===== src/rtl/arduino_rx_decoder.sv =====
// UART 8N1 receiver for the Arduino key-event stream. Each framed byte is
// decoded into note levels (botoes) and arrow/enter pulses for the main circuit.
module arduino_rx_decoder #(
  parameter int CLOCK_FREQ = 50_000_000,
  parameter int BAUD       = 9600,
  parameter int NUM_NOTES  = 13
) (
  input  logic                 clock,
  input  logic                 reset,
  input  logic                 rx,
  output logic [NUM_NOTES-1:0] botoes,
  output logic                 right_arrow_pressed,
  output logic                 left_arrow_pressed,
  output logic                 enter_pressed,
  output logic                 byte_valid,
  output logic [7:0]           byte_data,
  output logic                 frame_error,
  output logic                 code_error
);

  localparam int DIVISOR = CLOCK_FREQ / BAUD;
  localparam int CNT_W   = (DIVISOR > 1) ? $clog2(DIVISOR) : 1;
  localparam logic [CNT_W-1:0] FULL_LAST = CNT_W'(DIVISOR - 1);
  localparam logic [CNT_W-1:0] HALF_LAST = CNT_W'(DIVISOR / 2 - 1);

  typedef enum logic [2:0] {
    IDLE,
    START,
    DATA,
    STOP,
    DECODE,
    WAIT_IDLE
  } state_t;

  state_t           state, next_state;
  logic             rx_meta, rx_s, rx_prev;
  logic [CNT_W-1:0] cnt;
  logic             cnt_clr;
  logic [2:0]       bit_idx;
  logic [7:0]       shift;
  logic             half_done, full_done;

  // NOTE: reset drives the line flops to the idle level (1) so that leaving
  // reset can never look like a falling start edge.
  always_ff @(posedge clock or negedge reset) begin
    if (!reset) begin
      rx_meta <= 1'b1;
      rx_s    <= 1'b1;
      rx_prev <= 1'b1;
    end else begin
      // NOTE: non-blocking assignments make every flop load the pre-edge
      // values, so the chain shifts by exactly one stage per clock.
      rx_meta <= rx;
      rx_s    <= rx_meta;
      rx_prev <= rx_s;
    end
  end

  assign half_done = (cnt == HALF_LAST);
  assign full_done = (cnt == FULL_LAST);

  always_ff @(posedge clock or negedge reset) begin
    if (!reset) state <= IDLE;
    else        state <= next_state;
  end

  always_comb begin
    // NOTE: defaults first so every path assigns every output and no latch
    // is inferred.
    next_state = state;
    cnt_clr    = 1'b0;
    case (state)
      IDLE: begin
        cnt_clr = 1'b1;
        if (rx_prev && !rx_s) next_state = START;
      end
      START: begin
        if (half_done) begin
          cnt_clr    = 1'b1;
          next_state = rx_s ? IDLE : DATA;
        end
      end
      DATA: begin
        if (full_done) begin
          cnt_clr = 1'b1;
          if (bit_idx == 3'd7) next_state = STOP;
        end
      end
      STOP: begin
        if (full_done) begin
          cnt_clr    = 1'b1;
          next_state = rx_s ? DECODE : WAIT_IDLE;
        end
      end
      DECODE: begin
        cnt_clr    = 1'b1;
        next_state = IDLE;
      end
      WAIT_IDLE: begin
        cnt_clr = 1'b1;
        if (rx_s) next_state = IDLE;
      end
      default: begin
        cnt_clr    = 1'b1;
        next_state = IDLE;
      end
    endcase
  end

  always_ff @(posedge clock or negedge reset) begin
    if (!reset) begin
      cnt     <= '0;
      bit_idx <= 3'd0;
      shift   <= 8'h00;
    end else begin
      cnt <= cnt_clr ? '0 : cnt + CNT_W'(1);
      if (state == START) bit_idx <= 3'd0;
      if (state == DATA && full_done) begin
        shift[bit_idx] <= rx_s;
        bit_idx        <= bit_idx + 3'd1;
      end
    end
  end

  // Event decode: op in bits 7:5, note index in bits 3:0, bit 4 unused.
  logic [2:0]           op;
  logic [3:0]           note_idx;
  logic                 note_ok;
  logic [NUM_NOTES-1:0] note_mask;
  logic [NUM_NOTES-1:0] botoes_next;
  logic                 dec_right, dec_left, dec_enter, dec_code_err;

  assign op        = shift[7:5];
  assign note_idx  = shift[3:0];
  assign note_ok   = ({28'd0, note_idx} < 32'(NUM_NOTES));
  assign note_mask = NUM_NOTES'(1) << note_idx;

  always_comb begin
    botoes_next  = botoes;
    dec_right    = 1'b0;
    dec_left     = 1'b0;
    dec_enter    = 1'b0;
    dec_code_err = 1'b0;
    case (op)
      3'b001: dec_right = 1'b1;
      3'b010: dec_left  = 1'b1;
      3'b011: dec_enter = 1'b1;
      3'b100: begin
        if (note_ok) botoes_next = botoes | note_mask;
        else         dec_code_err = 1'b1;
      end
      3'b101: begin
        if (note_ok) botoes_next = botoes & ~note_mask;
        else         dec_code_err = 1'b1;
      end
      3'b110:  botoes_next  = '0;
      default: dec_code_err = 1'b1;
    endcase
  end

  always_ff @(posedge clock or negedge reset) begin
    if (!reset) begin
      botoes              <= '0;
      right_arrow_pressed <= 1'b0;
      left_arrow_pressed  <= 1'b0;
      enter_pressed       <= 1'b0;
      byte_valid          <= 1'b0;
      byte_data           <= 8'h00;
      frame_error         <= 1'b0;
      code_error          <= 1'b0;
    end else begin
      right_arrow_pressed <= 1'b0;
      left_arrow_pressed  <= 1'b0;
      enter_pressed       <= 1'b0;
      byte_valid          <= 1'b0;
      code_error          <= 1'b0;
      frame_error         <= (state == STOP) && full_done && !rx_s;
      if (state == DECODE) begin
        byte_valid          <= 1'b1;
        byte_data           <= shift;
        botoes              <= botoes_next;
        right_arrow_pressed <= dec_right;
        left_arrow_pressed  <= dec_left;
        enter_pressed       <= dec_enter;
        code_error          <= dec_code_err;
      end
    end
  end

endmodule


===== config.mk =====
export PLATFORM = sky130hd
export DESIGN_NAME = arduino_rx_decoder
export DESIGN_NICKNAME = d
export VERILOG_FILES = /design/src/rtl/arduino_rx_decoder.sv
export SDC_FILE = /design/constraint.sdc
export NUM_CORES = 1
export LEC_CHECK = 0
export CORE_ASPECT_RATIO = 1.75
export CORE_MARGIN = 10
export CORE_UTILIZATION = 60
export DETAILED_ROUTE_END_ITERATION = 12
export PLACE_DENSITY = 0.84
export SETUP_SLACK_MARGIN = 0.1
export SYNTH_ARGS = -nofsm -noshare
export SYNTH_HDL_FRONTEND = slang
export SYNTH_SLANG_ARGS = --single-unit

===== constraint.sdc =====
create_clock -name clock -period 4 [get_ports clock]
set_clock_uncertainty 0.2 [all_clocks]
set_input_delay 0.8 -clock clock [delete_from_list [all_inputs] [get_ports clock]]
set_output_delay 0.8 -clock clock [all_outputs]
set_load 0.01 [all_outputs]

==> results.md <==
* Status: complete, no violations
* Startpoint types: flip-flop
* Drt pass-1 iters at 5
* Setup violators final at 0
* Antenna fix cells at 0
* Maximum vdd ir drop at roughly 0.00046 V
* Slowest library cell on the worst path: or4b_4
* Total negative slack at 0 ns
* Leak at roughly 1.5 nW
* Largest delay share family, worst path: simple AND/OR/NAND/NOR gates
* Routed via count at roughly 2100
* Hold Crit Class: flip-flop to flip-flop
* Crit-path cells: or4b_4 -> nor4_4 -> and4bb_2 -> mux2_2
* WL per Instance at about 16 µm
* CTS Hold Bufs at 0
* Area growth syn-to-layout at 19.8%
* Gr usage total at 0.155
* Dpl cell area at 3030 µm²
* Reg2Reg Launch Point: cnt[3]$_DFF_PN0_
* Pin count of the biggest net entering global routing at 34
* Worst-Skew Late Latency at between 0.3 and 0.4 ns
* Register area share after synthesis at 0.520
* Post-synth EDFFs at 0
* Slew headroom at 0.277
* Synth area leader: dfrtp_1
* Top cell type's share of synthesized area at 0.491
* First-pass GRT wire length at around 10000 µm
* Core area at approximately 4400 µm²
* Nets at between 300 and 400
* # resized after CTS at 0
* Layout cell share with drive strength beyond 1 at 0.129
* Die Area at slightly below 8000 µm²
* Synthesized area at between 2000 and 3000 µm²
* Setup WS pre-CTS at around 1.4 ns
* Power Total at 1.49 mW
* CTS tree: built
* Num CTS Buffers at 9
* Hold Path Origin: rx_meta$_DFF_PN1_
* Max Freq at approximately 0.39 GHz
* #FFs+latches synth at 57
* Post-route ant nets at 0
* Die width at roughly 70 µm
* DP Cell Count at ~340
* FFs w/ async S/R, synth at 1.00
* Clock sinks at 57
* Final worst slack at 1.42 ns
* Fin crit share at 0.645
* Unrepaired setup endpoints after global routing: false
* DRT Wirelength at around 5800 µm
* Vias in the first global route at ~2100
* Critical path required time at around 4.0 ns
* Clk buf depth at 2
* Clock root cell: clkbuf_8
* Max_cap viols at 0
* Initial antenna violation count at 0
* Via density per instance at between 5 and 6
* Design area at around 3300 µm²
* YS warnings at 0
* Worst Setup SP: cnt[3]$_DFF_PN0_
* Fillcell total at about 310
* I/O Buffers at 29
* Final Hold Fails at 0
* I/O pin count at 30
* Clk pin slew, worst setup/hold paths at 0.06 ns
* Net Count, Synth at ~280
* Shortest period the worst path allows at 2.58 ns
* Yosys cell types at 49
* Max incr delay on CP at just under 0.6 ns
* Initial Util at 0.619
* Die Ht at between 100 and 150 µm
* Synth area leaders: dfrtp_1, nand2_1, o31ai_1
* Mean Syn Cell Area at slightly above 10 µm²
* Kind of critical path: flip-flop to flip-flop
* Most used DFF post-synth: dfrtp_1
* Slew Viols, Final at 0
* Routability cong. at between 0.8 and 0.9
* DRC viols at 0
* Post-CTS setup buffer count at 0
* Total gr overflow at 0
* H-tree Lvls at 3
* Rows at 32
* PD cells at around 450 nW/µm²
* CP bufs+invs at 0
* Actual slew at the worst max-slew pin at about 1.1 ns
* Layout Cells excl Fill at ~350
* Element type at the critical path end: flip-flop
* Cells after synthesis at roughly 270
* Drt first-iter violations at 203
* Max FO, Critical Path at 13
* Detailed-placement wirelength estimate at a little over 4000 µm
* Arrival time of the worst setup path at 2.60 ns
[Yosys cell counts, types with 4 or more instances]
library cell	number
nand4b_1	4
a21oi_1	12
dfrtp_1	54
nand3_1	7
a31oi_1	5
o21ai_0	17
nand4_1	5
o31ai_1	13
clkbuf_1	9
xor2_1	5
mux2_2	6
nor2_1	22
xnor2_1	6
nand2b_1	5
nor2b_1	9
nand2_1	42
[path summary, 6_finish.rpt]
check                                        end  slack [ns]  depth (start not counted)
setup / recovery            shift[1]$_DFFE_PN0P_        1.42                          4
hold / removal                    rx_s$_DFF_PN1_        0.16                          0
setup reg to reg            shift[1]$_DFFE_PN0P_        1.42                          4
hold reg to reg                   rx_s$_DFF_PN1_        0.16                          0
max in group asynchronous      rx_prev$_DFF_PN1_        2.51                          2
min in group asynchronous  botoes[8]$_DFFE_PN0P_        0.23                          1
[layout by cell type (no fill, tap or decap), types with 3 or more instances in the layout]
| cell | netlist | routed |
|---|---|---|
| inv_1 | 3 | 3 |
| ha_1 | 3 | 3 |
| nand2_1 | 42 | 42 |
| a31oi_1 | 5 | 5 |
| nand4_1 | 5 | 5 |
| xor2_1 | 5 | 5 |
| nand2b_1 | 5 | 5 |
| clkbuf_8 | 1 | 12 |
| nand4b_1 | 4 | 4 |
| nor2_1 | 22 | 22 |
| o21ai_0 | 17 | 17 |
| mux2_2 | 6 | 6 |
| bufinv_16 | 0 | 3 |
| nor3_1 | 3 | 3 |
| nand3b_1 | 3 | 3 |
| clkdlybuf4s50_1 | 0 | 28 |
| dfrtp_1 | 54 | 54 |
| xnor2_1 | 6 | 6 |
| or3b_2 | 3 | 3 |
| nor2b_1 | 9 | 9 |
| nand3_1 | 7 | 7 |
| o31ai_1 | 13 | 13 |
| dfstp_2 | 3 | 3 |
| a21oi_1 | 12 | 12 |
| and3_1 | 3 | 3 |
[stage by stage]
stage	utilization	hold slack (ns)
finish	0.742	0.157
global route	0.742	0.165
CTS	0.742	0.159
detailed placement	0.683	0.149
global placement	0.683	0.146
floorplan	-	0.145
[sequential cells by signal, summed over array words and instances, names as in the netlist, 3 cells and up]
register	count
bit_idx	3
botoes	13
byte_data	8
cnt	13
shift	8
state	3
[kinds of logic (layout without fill, tap and decap cells)]
| logic type | count (synthesis) | count (layout) | synth area share |
|---|---|---|---|
| muxes | 9 | 9 | 0.0364 |
| and+or+nand+nor | 119 | 119 | 0.240 |
| buffers and inverters | 17 | 49 | 0.0309 |
| DFF | 57 | 57 | 0.520 |
| AOI/OAI and AO/OA | 55 | 55 | 0.125 |
| xor gates and xnor gates | 11 | 11 | 0.0350 |
| adders and majority gates | 3 | 3 | 0.0136 |
[layer usage]
metal	part of all wire	wire, µm	track usage	up-vias
met1	0.38	2220	0.164	1040
met2	0.55	3160	0.273	55
li1	-	-	-	1013
met4	0.019	108	0.0736	0
met3	0.050	288	0.0487	12
met5	0	0	0	-
[power breakdown]
| group | switching, mW | internal (mW) | leakage [nW] |
|---|---|---|---|
| Clock | 0.229 | 0.465 | 0.129 |
| Sequential | 0.0484 | 0.611 | 0.770 |
| Combinational | 0.0785 | 0.0624 | 0.557 |
[cell type report]
class	instances	area (µm²)	share of cell area
well taps	51	63.8	0.0194
repair buffers	30	293	0.0888
inverters	3	11.3	0.00342
clock inverters	4	97.6	0.0296
flip-flops and latches	57	1430	0.434
clock buffers	12	165	0.0501
multi-input cells	197	1240	0.375
(Power assumes the default switching activity.)
